File: src/rtl/ecg_sample_writer.sv
// ecg_sample_writer: ping-pong writer that streams ECG samples into one half
// of a dual-bank BRAM while a reader drains the other half.
//   Parameters: DEPTH samples per bank (DEPTH >= 2, 2*DEPTH <= 2**ADDR_W),
//               ADDR_W BRAM port-A address width, DATA_W sample width.
//   Ports:
//     clk, rst          clock, asynchronous active-high reset
//     s_data/s_valid    incoming sample stream; s_ready accepts (comb from state)
//     rd_done           one-cycle pulse: reader released the bank it owns
//     wea/addra/dina    registered BRAM port-A write (1-cycle latency)
//     switch            bank being written; reader owns ~switch
//     frame_pulse       one-cycle pulse on each bank handoff
//     drop_cnt          saturating count of s_valid cycles seen while stalled
module ecg_sample_writer #(
  parameter int unsigned DEPTH  = 2048,
  parameter int unsigned ADDR_W = 12,
  parameter int unsigned DATA_W = 16
) (
  input  logic              clk,
  input  logic              rst,
  input  logic [DATA_W-1:0] s_data,
  input  logic              s_valid,
  output logic              s_ready,
  input  logic              rd_done,
  output logic              wea,
  output logic [ADDR_W-1:0] addra,
  output logic [DATA_W-1:0] dina,
  output logic              switch,
  output logic              frame_pulse,
  output logic [7:0]        drop_cnt
);

  localparam logic [ADDR_W-1:0] LAST_PTR   = ADDR_W'(DEPTH - 1);
  localparam logic [ADDR_W-1:0] BANK1_BASE = ADDR_W'(DEPTH);

  typedef enum logic {ST_FILL = 1'b0, ST_STALL = 1'b1} state_t;

  state_t              state_q, state_d;
  logic [ADDR_W-1:0]   wr_ptr_q, wr_ptr_d;
  logic                switch_q, switch_d;
  logic                reader_busy_q, reader_busy_d;
  logic                wea_q, wea_d;
  logic [ADDR_W-1:0]   addra_q, addra_d;
  logic [DATA_W-1:0]   dina_q, dina_d;
  logic                frame_q, frame_d;
  logic [7:0]          drop_q, drop_d;

  logic accept_c;
  logic bank_full_c;
  logic eff_busy_c;

  assign s_ready     = (state_q == ST_FILL);
  assign accept_c    = s_valid && s_ready;
  assign bank_full_c = accept_c && (wr_ptr_q == LAST_PTR);
  // A release arriving in the same cycle as bank full frees the reader.
  assign eff_busy_c  = reader_busy_q && !rd_done;

  // State register.
  always_ff @(posedge clk or posedge rst) begin
    if (rst) begin
      state_q       <= ST_FILL;
      wr_ptr_q      <= '0;
      switch_q      <= 1'b0;
      reader_busy_q <= 1'b0;
      wea_q         <= 1'b0;
      addra_q       <= '0;
      dina_q        <= '0;
      frame_q       <= 1'b0;
      drop_q        <= '0;
    end else begin
      state_q       <= state_d;
      wr_ptr_q      <= wr_ptr_d;
      switch_q      <= switch_d;
      reader_busy_q <= reader_busy_d;
      wea_q         <= wea_d;
      addra_q       <= addra_d;
      dina_q        <= dina_d;
      frame_q       <= frame_d;
      drop_q        <= drop_d;
    end
  end

  // Next-state, write port and handoff logic.
  always_comb begin
    state_d       = state_q;
    wr_ptr_d      = wr_ptr_q;
    switch_d      = switch_q;
    reader_busy_d = reader_busy_q;
    wea_d         = 1'b0;
    addra_d       = addra_q;
    dina_d        = dina_q;
    frame_d       = 1'b0;
    drop_d        = drop_q;

    if (s_valid && !s_ready && (drop_q != 8'hFF)) begin
      drop_d = drop_q + 8'd1;
    end

    // Address uses the pre-toggle bank, so the last sample lands in the old bank.
    if (accept_c) begin
      wea_d    = 1'b1;
      addra_d  = switch_q ? (BANK1_BASE + wr_ptr_q) : wr_ptr_q;
      dina_d   = s_data;
      wr_ptr_d = bank_full_c ? '0 : (wr_ptr_q + ADDR_W'(1));
    end

    case (state_q)
      ST_FILL: begin
        if (bank_full_c) begin
          if (!eff_busy_c) begin
            switch_d      = !switch_q;
            reader_busy_d = 1'b1;
            frame_d       = 1'b1;
          end else begin
            state_d = ST_STALL;
          end
        end else if (rd_done) begin
          reader_busy_d = 1'b0;
        end
      end
      ST_STALL: begin
        // Reader hands back its bank and immediately takes the full one.
        if (rd_done) begin
          switch_d      = !switch_q;
          reader_busy_d = 1'b1;
          frame_d       = 1'b1;
          state_d       = ST_FILL;
        end
      end
      default: state_d = ST_FILL;
    endcase
  end

  assign wea         = wea_q;
  assign addra       = addra_q;
  assign dina        = dina_q;
  assign switch      = switch_q;
  assign frame_pulse = frame_q;
  assign drop_cnt    = drop_q;

endmodule

File: config.mk
export PLATFORM = sky130hd
export DESIGN_NAME = ecg_sample_writer
export DESIGN_NICKNAME = d
export VERILOG_FILES = /design/src/rtl/ecg_sample_writer.sv
export SDC_FILE = /design/constraint.sdc
export NUM_CORES = 1
export LEC_CHECK = 0
export BUFFER_PORTS_ARGS = -buffer_cell sky130_fd_sc_hd__buf_4
export CAP_MARGIN = 20
export CORE_AREA = 2 2 64 111
export DETAILED_ROUTE_END_ITERATION = 8
export DIE_AREA = 0 0 66 113
export GPL_ROUTABILITY_DRIVEN = 1
export GPL_TIMING_DRIVEN = 0
export MAX_ROUTING_LAYER = met4
export RECOVER_POWER = 100
export SYNTH_ARGS = -nofsm -noshare
export SYNTH_HDL_FRONTEND = slang
export SYNTH_SLANG_ARGS = --single-unit
File: constraint.sdc
create_clock -name clk -period 1.6 [get_ports clk]
set_input_delay 0.16 -clock clk [delete_from_list [all_inputs] [get_ports clk]]
set_output_delay 0.16 -clock clk [all_outputs]
set_load 0.005 [all_outputs]
# Yosys cells after proc, flatten, opt, wreduce, memory -nomap -nowiden
# Cells that the tools add are included.
dict set report word_totals {
  reg_bits 53
  elab_cells 49
}
dict set report classes {
  add_sub_neg 3
  eq_ne 7
  n_mux 20
  bitwise 1
  n_reduce_logical 9
}
# op count
set ops {}
lappend ops {{$mux W12} 2}
lappend ops {{$mux W1} 14}
lappend ops {{$add A12 B1 Y12 const B} 1}
lappend ops {{$add A12 B12 Y12 const A} 1}
lappend ops {{$eq A12 B11 Y1 const B} 1}
lappend ops {{$add A8 B1 Y8 const B} 1}
lappend ops {{$ne A8 B8 Y1 const B} 1}
lappend ops {{$pmux W1 S2} 4}
lappend ops {{$reduce_and A3 Y1} 2}
lappend ops {{$logic_and A1 B1 Y1} 5}
lappend ops {{$ne A2 B2 Y1 const B} 2}
lappend ops {{$ne A3 B1 Y1 const B} 1}
lappend ops {{$ne A3 B3 Y1 const B} 1}
lappend ops {{$logic_not A1 Y1} 2}
lappend ops {{$ne A2 B1 Y1 const B} 1}
lappend ops {{$not A1 Y1} 1}

# Longest topological paths before layout
# Gate-level depths: netlist of run 1.
dict set report logic_depth {
  ltp_word 5
  ltp_mapped 6
}

# Worst setup path after synthesis of run 1
# OpenSTA, ideal clock, no wires.
dict set report synth_path {
  path_type {register to register}
  startpoint {reg drop_q[0] (netlist: drop_cnt[0])}
  endpoint {reg drop_q[1] (netlist: drop_cnt[1])}
  t_arrival_ps 1512
  setup_slack_ps -37
  stages_incl_launch_ff 5
  n_path_buf 0
  synth_period_minus_slack_ps 1637
  path_cell_list {dfrtp_1 ha_1 nand3_1 o311ai_4 mux2_2}
}
dict set report synth_between {
  elab_chain_cells 2
  word_cells_on_any_way 3
  cone_classes {add/sub (1); eq/ne (1); reduce/logical (1)}
}
# item line_no
set synth_lines {}
lappend synth_lines {{start: declaration} 45} ;# logic [7:0] drop_q, drop_d;
lappend synth_lines {{start signal: assignment} 78} ;# drop_q <= drop_d;
lappend synth_lines {{parallel branches: the longest is 2 deep, another holds $add A8 B1 Y8} n/a}
# Parallel ways; which one is timed is not known.
# A chain may end at the register's enable or synchronous reset.

# Final worst setup path of run 1
dict set report layout_path {
  startpoint {reg drop_q[1] (netlist: drop_cnt[1])}
  endpoint {reg drop_q[1] (netlist: drop_cnt[1])}
}
# The elaborated chain is that of the path after synthesis.

==> results of run 1 <==
==> layout make-up <==
class	count	area, sq um
Fill cell	664	3560
Sequential cell	53	1330
Multi-Input combinational cell	153	880
Timing Repair Buffer	65	479
Clock buffer	7	133
Tap cell	82	103
Buffer	7	30.0
Inverter	5	18.8
Clock inverter	1	7.51
==> Yosys cell counts, types with 2 or more instances <==
| cell type | instances |
|---|---|
| nand3_1 | 5 |
| xor2_1 | 12 |
| ha_1 | 2 |
| and3_1 | 2 |
| o21ai_0 | 5 |
| clkbuf_1 | 5 |
| nor3_1 | 2 |
| xnor2_1 | 6 |
| buf_2 | 2 |
| dfrtp_1 | 53 |
| inv_1 | 4 |
| nand2_1 | 89 |
| nand4_1 | 2 |
| nor2_1 | 9 |
==> cells by family after synthesis <==
kind of cell / count (synthesis)
AO/OA/AOI/OAI: 14
XOR/XNOR: 18
multiplexers: 1
AND/OR/NAND/NOR: 118
buffers and inverters: 12
flip-flops: 53
adder cells (fa/ha/maj): 2
==> power by group through the flow <==
stage	clock network, mW	registers, mW	logic, mW
2_1_floorplan	0	1.65	0.247
3_3_place_gp	0	1.67	0.505
3_5_place_dp	0	1.67	0.522
4_1_cts	1.08	1.65	0.535
5_1_grt	1.14	1.67	0.575
6_report	1.04	1.64	0.506
==> tightest hold or removal path: stages <==
cell	delay [ps]
buf_4	70
nand2_1	40
nand2_1	40
==> through the flow <==
stage / hold WS [ps] / util, % / power [mW] / setup slack (ps)
after floorplan: 242 / - / 1.90 / 30.5
after global placement: 351 / 42.2 / 2.18 / -605
after detailed placement: 159 / 42.5 / 2.20 / -107
after CTS: 52.4 / 45.5 / 3.26 / -6.04
after global routing: 53.0 / 45.5 / 3.39 / -5.70
final: 55.5 / 45.5 / 3.19 / 62.9
==> registers in the layout (all words and copies together) (netlist names), 8 cells and up <==
name,count
addra,12
dina,16
drop_cnt,8
wr_ptr_q,12
==> per-layer routing <==
layer	vias up	wire length (um)	global-route usage (%)
met5	-	0	-
met4	0	83	5.58
met3	6	169	2.29
met2	35	2460	23.6
met1	802	2020	17.7
li1	844	-	-
==> repair_timing <==
| item | in CTS | in global routing |
|---|---|---|
| pin swaps | 1 | 3 |
| hold buffers | 1 | 0 |
| buffers inserted | 3 | 1 |
| setup endpoints to repair | 12 | 28 |
| endpoints found under the hold margin | 14 | 0 |
| gates resized for setup | 5 | 8 |
==> worst max-delay path by stage <==
| stage | depth (start not counted) | end | slack (ps) | start |
|---|---|---|---|---|
| 5_1_grt | 5 | drop_cnt[1] | -6 | drop_cnt[1] |
| 3_5_place_dp | 4 | drop_cnt[1] | -110 | drop_cnt[0] |
| 3_3_place_gp | 2 | addra[3] | -610 | rst |
| 4_1_cts | 5 | drop_cnt[1] | -6 | drop_cnt[1] |
| 6_report | 5 | drop_cnt[1] | 60 | drop_cnt[1] |
| 2_1_floorplan | 4 | drop_cnt[1] | 30 | drop_cnt[0] |
==> results.json, run 1 <==
{
  "relSlewSlack_pct": 60.8,
  "ff2ff_path_depth": 5,
  "diodes": 0,
  "critPathArrivalTime_ps": 1710,
  "routed_via_density": 4.52,
  "synth_top_family_by_area": "simple AND/OR/NAND/NOR gates",
  "areaGrowthSynthToFinish_pct": 34.7,
  "critPathCaptureType": "flip-flop",
  "rsz0062_at_grt": "yes",
  "cts.sinks": 53,
  "synthCells": 218,
  "clk_pin_slew_ps": 70,
  "ys_warn_count": 0,
  "syn_avg_cell_area_sq_um": 10.1,
  "dp_hpwl_um": 3380,
  "synth_area_sq_mm": 0.00221,
  "cts.path.max_buffers": 2,
  "fin_cells": 373,
  "slowest_stage": "dfrtp_1",
  "crit_buf_inv": 1,
  "nNetsFinal": 312,
  "pwr-share-clk_pct": 32.6,
  "reg2reg_to": "drop_cnt[1]",
  "track_usage_pct": 14.4,
  "final_common_cell": "nand2_1",
  "synth_fa_ha_area_share_pct": 1.13,
  "numCtsBuffers": 5,
  "yosysTopAreaCellShare_pct": 60.0,
  "period_needed_ps": 1540,
  "die_w_um": 66,
  "skew_ps": 3.17,
  "cts_root_buf": "clkbuf_16",
  "drive_above_1_share_pct": 27.8,
  "synth_flop_cell": "dfrtp_1",
  "fmax_mhz": 651,
  "placedInstanceArea_sq_mm": 0.00278,
  "routedWlPerCell_um": 12.7,
  "drt-total-wl_um": 4720,
  "ir_drop_uv": 543,
  "required_ps": 1770,
  "antenna_found_initial": 0,
  "grt_pass1_vias": 1694,
  "gr-total-overflow": 0,
  "start_util_pct": 33.8,
  "min_to": "dina[1]",
  "slew_viol_final": 0,
  "pwr-share-seq_pct": 51.5,
  "synth-edff-count": 0,
  "synth.largest_area_cell": "dfrtp_1",
  "min_path_type": "in -> reg",
  "core_sq_mm": 0.00654,
  "dieArea_sq_mm": 0.00746,
  "ios": 60,
  "worst_path_dominant_cell_family": "flip-flops",
  "async_flop_share_pct": 100,
  "ys_ff_latch": 53,
  "p_per_area_mw_per_mm2": 1070,
  "synth_cell_types": 34,
  "r2r_start": "drop_cnt[1]",
  "synth_compound_area_share_pct": 5.77,
  "r2r_slack_ps": 60,
  "path_max_fanout": 8,
  "outcome": "finished, final reports clean",
  "fp.dieH_um": 113,
  "portBuffers": 59,
  "rows": 39,
  "yosys.area_share.simple_pct": 23.3,
  "setup_viol": 0,
  "internal_power_mw": 2.35,
  "crit_path_start_kind": "flip-flop",
  "clk_latency_ps": 280,
  "vias": 1687,
  "grt_max_degree": 40,
  "hold_viol_final": 0,
  "htreeDepth": 2,
  "switching_share_pct": 26.4,
  "power.switching_mw": 0.841,
  "hold-path-cell-count": 3,
  "setup_tns_ps": 0,
  "final_cell_mix": "89 x nand2_1, 52 x dfrtp_1, 31 x clkbuf_4",
  "leakagePower_nw": 1.54,
  "synth_seq_area_share_pct": 60.0,
  "gp_congestion": 0.742,
  "synthMuxAreaShare_pct": 0.509,
  "synth_area_leaders": "dfrtp_1 60%, nand2_1 15%, xor2_1 4.8%",
  "crit_chain": "ha_2 > nand3_4 > o311ai_4 > buf_6 > mux2_4",
  "grt_pass1_wl_um": 8190,
  "place_inst": 360,
  "tightest_slew_ps": 587,
  "max_stage_delay_ps": 400,
  "min-delay-start": "s_data[1]",
  "finalCritPeriodShare_pct": 96.1,
  "synth_nets": 240,
  "postRouteAntennaNets": 0,
  "dr.pass1.iters": 4,
  "share_comb_of_total_power_pct": 15.9,
  "drt_iter0_markers": 86,
  "fin_area_sq_mm": 0.00298,
  "cts_tree": "yes",
  "path_class": "reg -> reg",
  "synth-xor-area-share_pct": 7.13,
  "cap_violations": 0,
  "drc": 0
}
Power figures use the tool's default switching activity.
==> run 2: changes to the inputs <==
ABC_AREA = 1   (was default)
CORE_AREA = 2 2 66 115   (was 2 2 64 111)
DIE_AREA = 0 0 68 117   (was 0 0 66 113)
clock period = 1.4 ns   (was 1.6 ns; I/O delays follow)
==> results.json, run 2 <==
{
  "outcome": "finished, final reports clean",
  "cts_root_buf": "clkbuf_16",
  "fp.dieH_um": 117,
  "synth_top_family_by_area": "simple AND/OR/NAND/NOR gates",
  "ys_warn_count": 0,
  "min_path_type": "in -> reg",
  "synth_area_leaders": "dfrtp_1 55%, nand2_1 18%, inv_1 3.6%",
  "required_ps": 1570,
  "synth-edff-count": 0,
  "portBuffers": 59,
  "power.switching_mw": 1.26,
  "path_max_fanout": 4,
  "leakagePower_nw": 1.62,
  "ys_ff_latch": 53,
  "cts.sinks": 53,
  "min-delay-start": "s_data[7]",
  "synth_commonest_cells": "114 x nand2_1, 53 x dfrtp_1, 23 x inv_1",
  "grt_pass1_wl_um": 8800,
  "synth_seq_area_share_pct": 55.1,
  "cts_tree": "yes",
  "start_util_pct": 34.0,
  "share_comb_of_total_power_pct": 23.5,
  "clk_latency_ps": 290,
  "synth_nets": 301,
  "hold_viol_final": 0,
  "drt_iter0_markers": 91,
  "dieArea_sq_mm": 0.00796,
  "slew_viol_final": 0,
  "htreeDepth": 2,
  "r2r_start": "state_q",
  "syn_avg_cell_area_sq_um": 8.62,
  "switching_share_pct": 30.4,
  "holdWs_ps": 44.9,
  "pwr-share-clk_pct": 28.6,
  "antenna_found_initial": 0,
  "relSlewSlack_pct": 54.7,
  "path_class": "reg -> reg",
  "final_common_cell": "nand2_1",
  "grt_max_degree": 41,
  "final_cell_mix": "114 x nand2_1, 52 x dfrtp_1, 34 x clkbuf_4",
  "synth_area_sq_mm": 0.00241,
  "synthCells": 279,
  "track_usage_pct": 15.3,
  "startpoint": "state_q",
  "fmax_mhz": 762,
  "gr-total-overflow": 0,
  "synth_fa_ha_area_share_pct": 1.04,
  "synth_flop_cell": "dfrtp_1",
  "yosysTopAreaCellShare_pct": 55.1,
  "nNetsFinal": 375,
  "cts.path.max_buffers": 2,
  "synthMuxAreaShare_pct": 0,
  "p_per_area_mw_per_mm2": 1300,
  "period_needed_ps": 1310,
  "rows": 41,
  "pwr-share-seq_pct": 47.9,
  "postRouteAntennaNets": 0,
  "internal_power_mw": 2.89,
  "routed_via_density": 4.56,
  "crit_path_start_kind": "flip-flop",
  "numCtsBuffers": 5,
  "setup_viol": 0,
  "synth_compound_area_share_pct": 5.41,
  "skew_ps": 2.87,
  "synth-xor-area-share_pct": 1.82,
  "cap_violations": 0,
  "yosys.area_share.simple_pct": 30.7,
  "setup_tns_ps": 0,
  "gp_congestion": 0.847,
  "dr.pass1.iters": 4,
  "critPathArrivalTime_ps": 1490,
  "drt-total-wl_um": 5330,
  "grt_pass1_vias": 1971,
  "critPathCaptureType": "flip-flop",
  "async_flop_share_pct": 100,
  "die_w_um": 68,
  "diodes": 0,
  "core_sq_mm": 0.00708,
  "areaGrowthSynthToFinish_pct": 33.0,
  "synth.largest_area_cell": "dfrtp_1",
  "synth_cell_types": 28,
  "synth.most_common_cell": "nand2_1",
  "fillCellCount": 738,
  "drc": 0,
  "totalPowerFinal_mw": 4.16,
  "ios": 60,
  "vias": 2006,
  "routedWlPerCell_um": 12.1,
  "clk_pin_slew_ps": 60,
  "tightest_slew_ps": 676,
  "finalCritPeriodShare_pct": 93.7,
  "ir_drop_uv": 551,
  "dp_hpwl_um": 3940,
  "largest_register_ff_count": 16,
  "drive_above_1_share_pct": 27.7
}
==> run 2: layer usage <==
layer	vias to the layer above	global-route usage (%)	routed length (um)
met5	-	-	0
met3	11	2.39	179
met4	0	8.53	148
met1	933	15.3	2040
li1	1023	-	-
met2	39	27.4	2960
==> run 2: repair_timing <==
action                                  CTS  global route
hold endpoints to repair                 13             0
pin swaps                                 0             7
buffers inserted                          0             6
endpoints found under the setup margin    5            21
hold buffers                              1             0
gates resized for setup                   3            11
==> run 2: logic make-up (layout without fill, tap and decap cells) <==
logic type | Yosys count | in the layout
flops | 53 | 53
simple gates | 162 | 162
compound gates | 25 | 25
xor+xnor | 5 | 5
fa+ha+maj | 2 | 2
buf+inv | 32 | 107
==> run 2: power groups by stage <==
stage	combinational, mW	sequential, mW	clock [mW]
floorplan	0.542	1.99	0
global placement	0.927	2.01	0
detailed placement	0.952	2.02	0
CTS	0.965	1.99	1.25
global route	1.12	2.02	1.28
finish	0.979	1.99	1.19
==> run 2: final cells by class <==
type,instances,area [sq um],share of cell area (%)
Sequential cell,53,1330,41.5
Inverter,25,95.1,2.97
Multi-Input combinational cell,194,988,30.9
Timing Repair Buffer,67,495,15.5
Clock buffer,8,136,4.26
Buffer,7,48.8,1.53
Tap cell,86,108,3.36
==> run 2: final timing paths <==
kind                       slack (ps)  cells after the start           end
setup / recovery                   90                      6  wr_ptr_q[11]
hold reg to reg                   470                      2      addra[9]
hold / removal                     40                      3       dina[7]
setup reg to reg                   90                      6  wr_ptr_q[11]
min in group asynchronous         470                      3      addra[8]
max in group asynchronous         310                      4       state_q
==> run 2: per-stage QoR <==
stage	worst slack (ps)	instances	utilization (%)	area [sq um]
floorplan	94.0	279	-	2410
CTS	9.32	434	44.4	3140
detailed placement	-46.4	425	42.1	2980
global route	-18.9	440	45.2	3200
finish	88.2	440	45.2	3200
global placement	-38.6	424	41.8	2960
==> run 2: critical path, stage by stage (launching register included) <==
cell and delay [ps]:
dfrtp_2 440, nor2_4 170, nand2_4 90, nor2_4 100, nand4_1 220, nand2_1 130, nor2_1 50
==> run 3: changes to the inputs <==
clock period = 1.14 ns   (was 1.4 ns; I/O delays follow)
==> results.json, run 3 (synthesis gave the netlist of run 2 again) <==
{
  "die_w_um": 68,
  "routedWlPerCell_um": 12.6,
  "postRouteAntennaNets": 0,
  "violations": "setup timing",
  "use_met1_pct": 15.6,
  "setup_ws_ps": -125,
  "busiest_layer": "met2",
  "fin_area_sq_mm": 0.00348,
  "final_cell_mix": "106 x nand2_1, 53 x dfrtp_1, 40 x buf_4",
  "numCtsBuffers": 5,
  "portBuffers": 59,
  "routed_via_density": 4.60,
  "cts_root_buf": "clkbuf_16",
  "use_met2_pct": 28.7,
  "grt_max_degree": 30,
  "required_ps": 1380,
  "slew_viol_final": 0,
  "outcome": "finished with violations",
  "cap_violations": 0,
  "cts.path.max_buffers": 2,
  "clk_latency_ps": 290,
  "gp_congestion": 0.843,
  "critPathArrivalTime_ps": 1500,
  "drc": 0,
  "critPathCaptureType": "flip-flop",
  "fp.dieH_um": 117,
  "drive_above_1_share_pct": 38.6,
  "path_max_fanout": 5,
  "setup_viol": 41,
  "rows": 41,
  "nNetsFinal": 386,
  "hold_viol_final": 0,
  "rsz0062_at_grt": "yes",
  "finalCritPeriodShare_pct": 111,
  "holdWs_ps": 18.2,
  "leakagePower_nw": 1.73,
  "tightest_slew_ps": 577,
  "relSlewSlack_pct": 61.4,
  "grt_pass1_vias": 1964,
  "dr.pass1.iters": 3,
  "antenna_found_initial": 0,
  "track_usage_pct": 15.7,
  "fin_cells": 451,
  "r2r_start": "wr_ptr_q[2]",
  "htreeDepth": 2,
  "ios": 60,
  "p_per_area_mw_per_mm2": 1580,
  "drt_iter0_markers": 69,
  "largest_register_ff_count": 16,
  "drt-total-wl_um": 5670,
  "min-delay-start": "s_data[7]",
  "diodes": 0,
  "areaGrowthSynthToFinish_pct": 44.6,
  "gr-total-overflow": 0,
  "final_common_cell": "nand2_1",
  "dp_hpwl_um": 4010,
  "fmax_mhz": 790,
  "path_class": "reg -> reg",
  "switching_share_pct": 30.6,
  "internal_power_mw": 3.80,
  "min_path_type": "in -> reg",
  "dieArea_sq_mm": 0.00796,
  "grt_use_met3_pct": 2.68,
  "period_needed_ps": 1270,
  "startpoint": "wr_ptr_q[2]",
  "core_sq_mm": 0.00708,
  "place_inst": 425,
  "cts.sinks": 53,
  "start_util_pct": 34.0,
  "skew_ps": 3.63,
  "placedInstanceArea_sq_mm": 0.00300,
  "share_comb_of_total_power_pct": 26.3,
  "grt_pass1_wl_um": 9020,
  "vias": 2075,
  "cts_tree": "yes",
  "ir_drop_uv": 1090,
  "power.switching_mw": 1.68,
  "pwr-share-seq_pct": 44.8,
  "pwr-share-clk_pct": 28.9,
  "clk_pin_slew_ps": 70,
  "crit_path_start_kind": "flip-flop"
}
==> run 3: cell count changes in the layout (fill, tap and decap cells not counted), moves of 6 or more <==
cell | previous run | this run
buf_4 | 26 | 40
o21ai_0 | 17 | 8
nand2_1 | 114 | 106
nand2_2 | 3 | 10
nand3_1 | 12 | 6
nand3_2 | 1 | 7
o21ai_2 | 0 | 6
==> run 3: power groups by stage <==
stage / combinational (mW) / sequential, mW / clock [mW]
after floorplan: 0.690 / 2.45 / 0
after global placement: 1.17 / 2.47 / 0
after detailed placement: 1.20 / 2.48 / 0
after CTS: 1.38 / 2.45 / 1.64
after global routing: 1.63 / 2.50 / 1.68
final: 1.44 / 2.46 / 1.58
==> run 3: worst paths after layout <==
path / to / slack, ps / cells past startpoint
hold / removal: dina[7] / 20 / 3
max in group asynchronous: dina[12] / 190 / 4
hold reg to reg: addra[9] / 470 / 2
setup / recovery: switch / -130 / 7
setup reg to reg: switch / -130 / 7
min in group asynchronous: drop_cnt[0] / 430 / 3
==> run 3: layout make-up <==
class | count | area, sq um
Sequential cell | 53 | 1330
Clock buffer | 7 | 153
Inverter | 25 | 105
Timing Repair Buffer | 77 | 582
Tap cell | 86 | 108
Buffer | 7 | 78.8
Clock inverter | 1 | 5.00
Multi-Input combinational cell | 195 | 1120
Fill cell | 703 | 3600
==> run 3: routing by layer <==
metal  share of wire (%)  wire length, um
met1                  35             1980
met2                  60             3380
met3                 3.4              191
met4                 2.1              121
met5                   0                0
==> run 3: critical path, stage by stage (launching register included) <==
cell	delay [ps]
dfrtp_1	450
nand2_2	130
nor2_4	160
buf_6	110
nand4_4	120
nand2_2	110
nand3_2	50
nand2_1	60
==> run 3: metrics by stage <==
step	setup WS, ps	total power [mW]	util [%]	setup TNS (ps)
6_report	-125	5.48	49.1	-1860
5_1_grt	-195	5.80	49.1	-5060
4_1_cts	-105	5.47	47.3	-1200
3_5_place_dp	-220	3.68	42.4	-5730
3_3_place_gp	-221	3.64	42.1	-4950
2_1_floorplan	-46.6	3.14	-	-133
==> run 3: timing repair <==
| item | 4_1_cts | 5_1_grt |
|---|---|---|
| gates cloned | 1 | 0 |
| buffers inserted | 11 | 5 |
| endpoints found under the setup margin | 50 | 52 |
| pin swaps | 12 | 18 |
| endpoints found under the hold margin | 24 | 0 |
| resized for setup | 23 | 38 |
| hold buffers | 1 | 0 |
